## config.mk

```make
export PLATFORM = sky130hd
export DESIGN_NAME = id_ex_pipe
export DESIGN_NICKNAME = d
export VERILOG_FILES = /design/src/rtl/id_ex_pipe.sv
export SDC_FILE = /design/constraint.sdc
export NUM_CORES = 1
export LEC_CHECK = 0
export ABC_AREA = 1
export BUFFER_PORTS_ARGS = -buffer_cell sky130_fd_sc_hd__buf_2
export CAP_MARGIN = 0
export CORE_UTILIZATION = 48
export DETAILED_ROUTE_END_ITERATION = 7
export GPL_TIMING_DRIVEN = 0
export PLACE_DENSITY_LB_ADDON = 0.2
export SYNTH_ARGS = -nofsm -noshare
export SYNTH_HDL_FRONTEND = slang
export SYNTH_SLANG_ARGS = --single-unit
```

## constraint.sdc

```tcl
create_clock -name clk -period 1.9 [get_ports clk]
set_input_delay 0.38 -clock clk [delete_from_list [all_inputs] [get_ports clk]]
set_output_delay 0.38 -clock clk [all_outputs]
set_load 0.05 [all_outputs]
```

## src/rtl/id_ex_pipe.sv

```systemverilog
// ID/EX pipeline register with valid/ready handshake, flush and saturating stall counter.
// Define ID_EX_SKID_EN to add a skid entry that gives a fully registered in_ready.
module id_ex_pipe #(
    parameter int DATA_W = 32,
    parameter int REG_W  = 5,
    parameter int WB_W   = 2,
    parameter int M_W    = 3,
    parameter int CNT_W  = 16
) (
    input  logic              clk,
    input  logic              rst,
    input  logic              in_valid,
    output logic              in_ready,
    input  logic              flush,
    input  logic [WB_W-1:0]   ctl_wb,
    input  logic [M_W-1:0]    ctl_m,
    input  logic [3:0]        ctl_ex,
    input  logic [DATA_W-1:0] npc,
    input  logic [DATA_W-1:0] read_data_1,
    input  logic [DATA_W-1:0] read_data_2,
    input  logic [DATA_W-1:0] sign_ext,
    input  logic [REG_W-1:0]  rt_in,
    input  logic [REG_W-1:0]  rd_in,
    output logic              out_valid,
    input  logic              out_ready,
    output logic [WB_W-1:0]   wb_ctl_out,
    output logic [M_W-1:0]    m_ctl_out,
    output logic              reg_dest,
    output logic [1:0]        alu_op,
    output logic              alu_src,
    output logic [DATA_W-1:0] npc_out,
    output logic [DATA_W-1:0] r_data_1_out,
    output logic [DATA_W-1:0] r_data_2_out,
    output logic [DATA_W-1:0] sign_extend_out,
    output logic [REG_W-1:0]  rt_out,
    output logic [REG_W-1:0]  rd_out,
    output logic [CNT_W-1:0]  stall_cycles
);

    typedef struct packed {
        logic [WB_W-1:0]   wb;
        logic [M_W-1:0]    m;
        logic [3:0]        ex;
        logic [DATA_W-1:0] npc;
        logic [DATA_W-1:0] rd1;
        logic [DATA_W-1:0] rd2;
        logic [DATA_W-1:0] imm;
        logic [REG_W-1:0]  rt;
        logic [REG_W-1:0]  rd;
    } payload_t;

    typedef enum logic [1:0] {
        EMPTY = 2'd0,
        FULL  = 2'd1,
        SKID  = 2'd2
    } state_t;

    state_t   state_q, state_d;
    payload_t pay_in, out_q;
    logic     accept, consume, load_out;

    assign pay_in = {ctl_wb, ctl_m, ctl_ex, npc, read_data_1, read_data_2,
                     sign_ext, rt_in, rd_in};

    always_ff @(posedge clk) begin
        if (rst) begin
            state_q <= EMPTY;
        end else begin
            state_q <= state_d;
        end
    end

    always_comb begin
        state_d = state_q;
        if (flush) begin
            state_d = EMPTY;
        end else begin
            case (state_q)
                EMPTY: if (accept) state_d = FULL;
                FULL: begin
                    if (consume && !accept) state_d = EMPTY;
`ifdef ID_EX_SKID_EN
                    if (accept && !consume) state_d = SKID;
`endif
                end
`ifdef ID_EX_SKID_EN
                SKID: if (consume) state_d = FULL;
`endif
                default: state_d = EMPTY;
            endcase
        end
    end

    always_comb begin
        out_valid = (state_q != EMPTY);
`ifdef ID_EX_SKID_EN
        in_ready  = (state_q != SKID);
`else
        in_ready  = !out_valid || out_ready;
`endif
        accept    = in_valid && in_ready;
        consume   = out_valid && out_ready;
        // Output register takes the incoming word only when it is free this cycle.
        load_out  = accept && ((state_q == EMPTY) || consume);
    end

`ifdef ID_EX_SKID_EN
    payload_t skid_q;

    always_ff @(posedge clk) begin
        if (rst) begin
            out_q  <= '0;
            skid_q <= '0;
        end else if (flush) begin
            skid_q <= '0;
        end else begin
            if (state_q == SKID) begin
                if (consume) out_q <= skid_q;
            end else if (load_out) begin
                out_q <= pay_in;
            end
            if (state_q == FULL && accept && !consume) skid_q <= pay_in;
        end
    end
`else
    always_ff @(posedge clk) begin
        if (rst) begin
            out_q <= '0;
        end else if (!flush && load_out) begin
            out_q <= pay_in;
        end
    end
`endif

    always_ff @(posedge clk) begin
        if (rst) begin
            stall_cycles <= '0;
        end else if (out_valid && !out_ready && stall_cycles != '1) begin
            stall_cycles <= stall_cycles + CNT_W'(1);
        end
    end

    // Control fields read as a bubble whenever no payload is presented.
    assign wb_ctl_out      = out_valid ? out_q.wb : '0;
    assign m_ctl_out       = out_valid ? out_q.m  : '0;
    assign reg_dest        = out_q.ex[3];
    assign alu_op          = out_q.ex[2:1];
    assign alu_src         = out_q.ex[0];
    assign npc_out         = out_q.npc;
    assign r_data_1_out    = out_q.rd1;
    assign r_data_2_out    = out_q.rd2;
    assign sign_extend_out = out_q.imm;
    assign rt_out          = out_q.rt;
    assign rd_out          = out_q.rd;

endmodule

```

* Word-level counts from Yosys, hierarchy flattened
Cells that the tools add are included.
** Word-level totals
- Register bits :: 165
- Bits of input ports :: 152
- Output and inout port bits :: 165
- Logic and storage cells :: 38
** Operators by class
- Add/sub/neg operators :: 1
- Equality and inequality tests :: 4
- Multiplexer cells :: 5
- Reductions and logical operators :: 17
** Operators with widths (number)
- 16-bit by 1-bit adder with 16-bit output (second input constant) :: 1
- 16-bit inequality test (second input constant) :: 1
- 1-bit logical AND :: 7
- 2-bit two-way mux :: 3
- 1-bit zero test :: 4
- 2-bit inequality test (second input constant) :: 2
- 2-bit case mux with 2 select lines :: 1
- 3-bit two-way mux :: 1
- 2-bit by 1-bit equality test with 1-bit output (second input constant) :: 1
- 2-bit zero test :: 1
- 1-bit logical OR :: 2
- 2-bit AND reduction :: 1
- 2-bit nonzero test :: 1
- 2-bit OR reduction :: 1

* Longest topological paths before layout
- Depth after elaboration :: 8
- Mapped depth :: 9
- Mapped depth without buffers :: 9

* Worst setup path after synthesis
No wires, ideal clock.
- Path kind :: flip-flop to flip-flop
- Start :: register stall_cycles[0]
- End :: register stall_cycles[15]
- Setup time :: 117 ps
- Data arrival time :: 1651 ps
- Data required time :: 1783 ps
- Setup slack :: 132 ps
- Cell stages (with the launch flop) :: 8
- Path buffers :: 1
- Clock period less this slack :: 1768 ps
- Cell sequence :: dfxtp_1 ha_1 inv_1 nor2_4 nand4_4 buf_6 a21oi_1 nor2_1
** On the way
- Cells in the longest elaborated chain, start to end :: 2
- Elaborated cells between the ends (all ways) :: 3
- Those cells by class :: 1 x add/sub; 1 x eq/ne; 1 x reduce/logical
** RTL lines
- start: declaration :: line 37 : output logic [CNT_W-1:0] stall_cycles
- start signal: assignment :: line 139 : stall_cycles <= stall_cycles + CNT_W'(1);
- branches (longest 2 deep; another with 16-bit by 1-bit adder with 16-bit output)
Parallel ways; which one is timed is not known.
A chain may end at the register's enable or synchronous reset.

* Worst setup path in the final report
- Start :: register state_q[0]
- End :: output port in_ready
** On the way
- Cells in the longest elaborated chain, start to end :: 3
** RTL lines
- start: declaration :: line 58 : state_t state_q, state_d;
- start signal: assignment :: line 69 : state_q <= state_d;
- 2-bit nonzero test :: line 95 : out_valid = (state_q != EMPTY);
- 1-bit zero test :: line 99 : in_ready = !out_valid || out_ready;
- 1-bit logical OR :: line 99
- end: declaration :: line 13 : output logic in_ready,
Every way passes these cells.

==> impl_metrics.toml <==
[final_layout]
layout.area.seq_sq_um = 3283
nFillCells = 1343
multi_input_area_sq_um = 2490
drive_gt1_share_pct = 41.53
stdcell_count = 1478
design_area_sq_um = 9747
num-nets-final = 1433
synthToLayoutAreaGrowth_pct = 33.55

[synth]
synthCells = 945
postSynthRegisterBits = 164
yosysSeqAreaShare_pct = 44.99
syn_avg_cell_area_sq_um = 7.723
syn_area_sq_um = 7298
synth_warnings = 0
ys_types = 24
synth_nets = 1098

[grt]
grt_max_degree = 17
antenna_found_initial = 1
grt_pass1_wl_mm = 29.29
gr-total-overflow = 0
grt_pass1_vias = 6064
grtUsageTotal_pct = 23.82

[cts]
cts_num_sinks = 164
clockBufferDepth = 2
cts_resized = 0
numCtsBuffers = 17
hold_buffers = 0
cts_root_buf = "clkbuf_16"
cts_max_level = 4
cts_tree = "done"
post-cts-setup-buffer-count = 0
clk_latency_ps = 420
path_clk_slew_ps = 60

[run]
maxCapViolCount = 0

[power_and_ir_drop]
vdd_drop_max_v = 0.0006018
pwr-share-clk_pct = 39.3
comb_power_share_pct = 20.6
p_per_area_nw_per_um2 = 962.4
sw_frac_of_total_pct = 28.46
power.leakage_nw = 4.992
power_frac_seq_pct = 40.1
intPower_mw = 6.711
p_sw_mw = 2.670

[detailed_routing]
drc_errors = 40
drt-wirelength-per-cell_microns = 12.56
drt_iter0_markers = 278
num_vias = 6685
final_antenna_net_count = 0
firstDrtPassIters = 8
wl_mm = 18.57
viasPerCell = 4.523

[sta]
setup_viol = 0
drv_slew = 0
layout_worst_path_cycle_share_pct = 93.85
fmax_ghz = 0.5608
rsz0062_at_grt = "no"
hold_violations = 0
fin_crit_ps = 1783
finalClockSkew_ps = 5.001
worst_slew_pin_slew_ps = 445.5
tns_ps = 0
setup_ws_ps = 116.8
slew_headroom_pct = 70.30

[worst_setup_path]
crit_fanout = 10
reg2reg_depth = 7
crit_type = "reg -> out"
crit_path_cell_trace = "nand2_4 -> buf_2"
endpoint_kind = "output pin"
required_ps = 1520
start_kind = "flip-flop"
slowest_delay_ps = 540
worstPathArrival_ps = 1400
critPathSlowestCell = "dfxtp_1"

[floorplan]
core_sq_um = 14700
num_rows = 44
dieArea_sq_um = 15700
die_x_microns = 125.3
die_h_microns = 125.3
pin_count = 317
initial_core_util_pct = 49.65

[status]
violations = "DRC"
outcome = "finished with violations"

[placed_design]
dp_slack_ps = 186.0
place_area_sq_um = 9110
numPortBuffers = 316
gp_congestion = 0.8430
placed_cells = 1445
dpl.hpwl_mm = 14.08

[min_path]
hold_depth = 2
min_path_type = "in -> reg"
## sequential cells by signal (all words and copies together), names as in the netlist
signal,cells
alu_op,2
alu_src,1
npc_out,32
out_q,5
r_data_1_out,32
r_data_2_out,32
rd_out,5
reg_dest,1
rt_out,5
sign_extend_out,32
stall_cycles,16
state_q,1
## placed cells by master (no fill, tap or decap), drive strengths merged, types with 2 or more instances in the layout
master	instances
nor2	338
o21ai	147
buf	491
nand3	20
a21oi	13
clkbuf	39
bufinv	5
dfxtp	164
clkinv	4
nand3b	2
inv	19
nand2	45
nor3	2
## area by class of cell
| type | instances | share of cell area (%) |
|---|---|---|
| Buffer | 191 | 14.88 |
| Antenna cell | 1 | 0.02567 |
| Clock inverter | 9 | 1.810 |
| Tap cell | 184 | 2.362 |
| Inverter | 20 | 0.7702 |
| Sequential cell | 164 | 33.68 |
| Clock buffer | 23 | 4.698 |
| Multi-Input combinational cell | 570 | 25.55 |
| Timing Repair Buffer | 316 | 16.23 |
## cell usage after synthesis (all sizes together)
cell type | n | share of area [%]
a211oi | 1 | 0.10
a21oi | 13 | 0.89
buf | 175 | 19
clkbuf | 16 | 0.82
clkinv | 1 | 0.051
dfxtp | 164 | 45
ha | 1 | 0.17
inv | 19 | 0.98
nand2 | 45 | 2.6
nand3 | 20 | 2.0
nand3b | 2 | 0.21
nand4 | 1 | 0.29
nor2 | 338 | 18
nor3 | 2 | 0.14
o21ai | 147 | 10
## final timing paths
| path | startpoint | to | slack (ps) |
|---|---|---|---|
| min | flush | state_q[0] | 140 |
| max reg2reg | stall_cycles[0] | stall_cycles[15] | 370 |
| max | state_q[0] | in_ready | 120 |
| min reg2reg | reg_dest | reg_dest | 480 |
## power groups by stage
stage | Combinational, mW | Clock, mW | Sequential (mW)
finish | 1.93 | 3.69 | 3.76
floorplan | 1.47 | 0 | 3.83
detailed placement | 1.94 | 0 | 3.84
global route | 2.07 | 3.91 | 3.79
global placement | 1.92 | 0 | 3.83
CTS | 1.94 | 3.76 | 3.76
## through the flow
stage | utilization, % | power, mW | hold WS [ps]
6_report | 66.31 | 9.381 | 136.5
5_1_grt | 66.29 | 9.772 | 115.0
4_1_cts | 66.29 | 9.463 | 119.3
3_5_place_dp | 61.98 | 5.775 | 468.0
3_3_place_gp | 61.98 | 5.752 | 459.0
2_1_floorplan | - | 5.300 | 452.8
## logic make-up after synthesis
family | synth area share [%]
simple gates | 22.87
buf+inv | 20.90
flops | 44.99
compound gates | 11.07
fa+ha+maj | 0.1714
## worst max-delay path: cells and delay by family, from the launching register on
family	cells	cell delay, ps
simple gates	1	190
flops	1	540
buf+inv	1	260
## per-layer routing
metal	global-route usage, %	vias to the layer above	part of all wire [%]
met1	26.13	2918	40
met2	41.77	213	49
met4	11.76	0	3.4
met5	0	-	0
li1	-	3514	-
met3	7.274	40	7.3
Note: power is estimated with default switching activity, not from simulation.
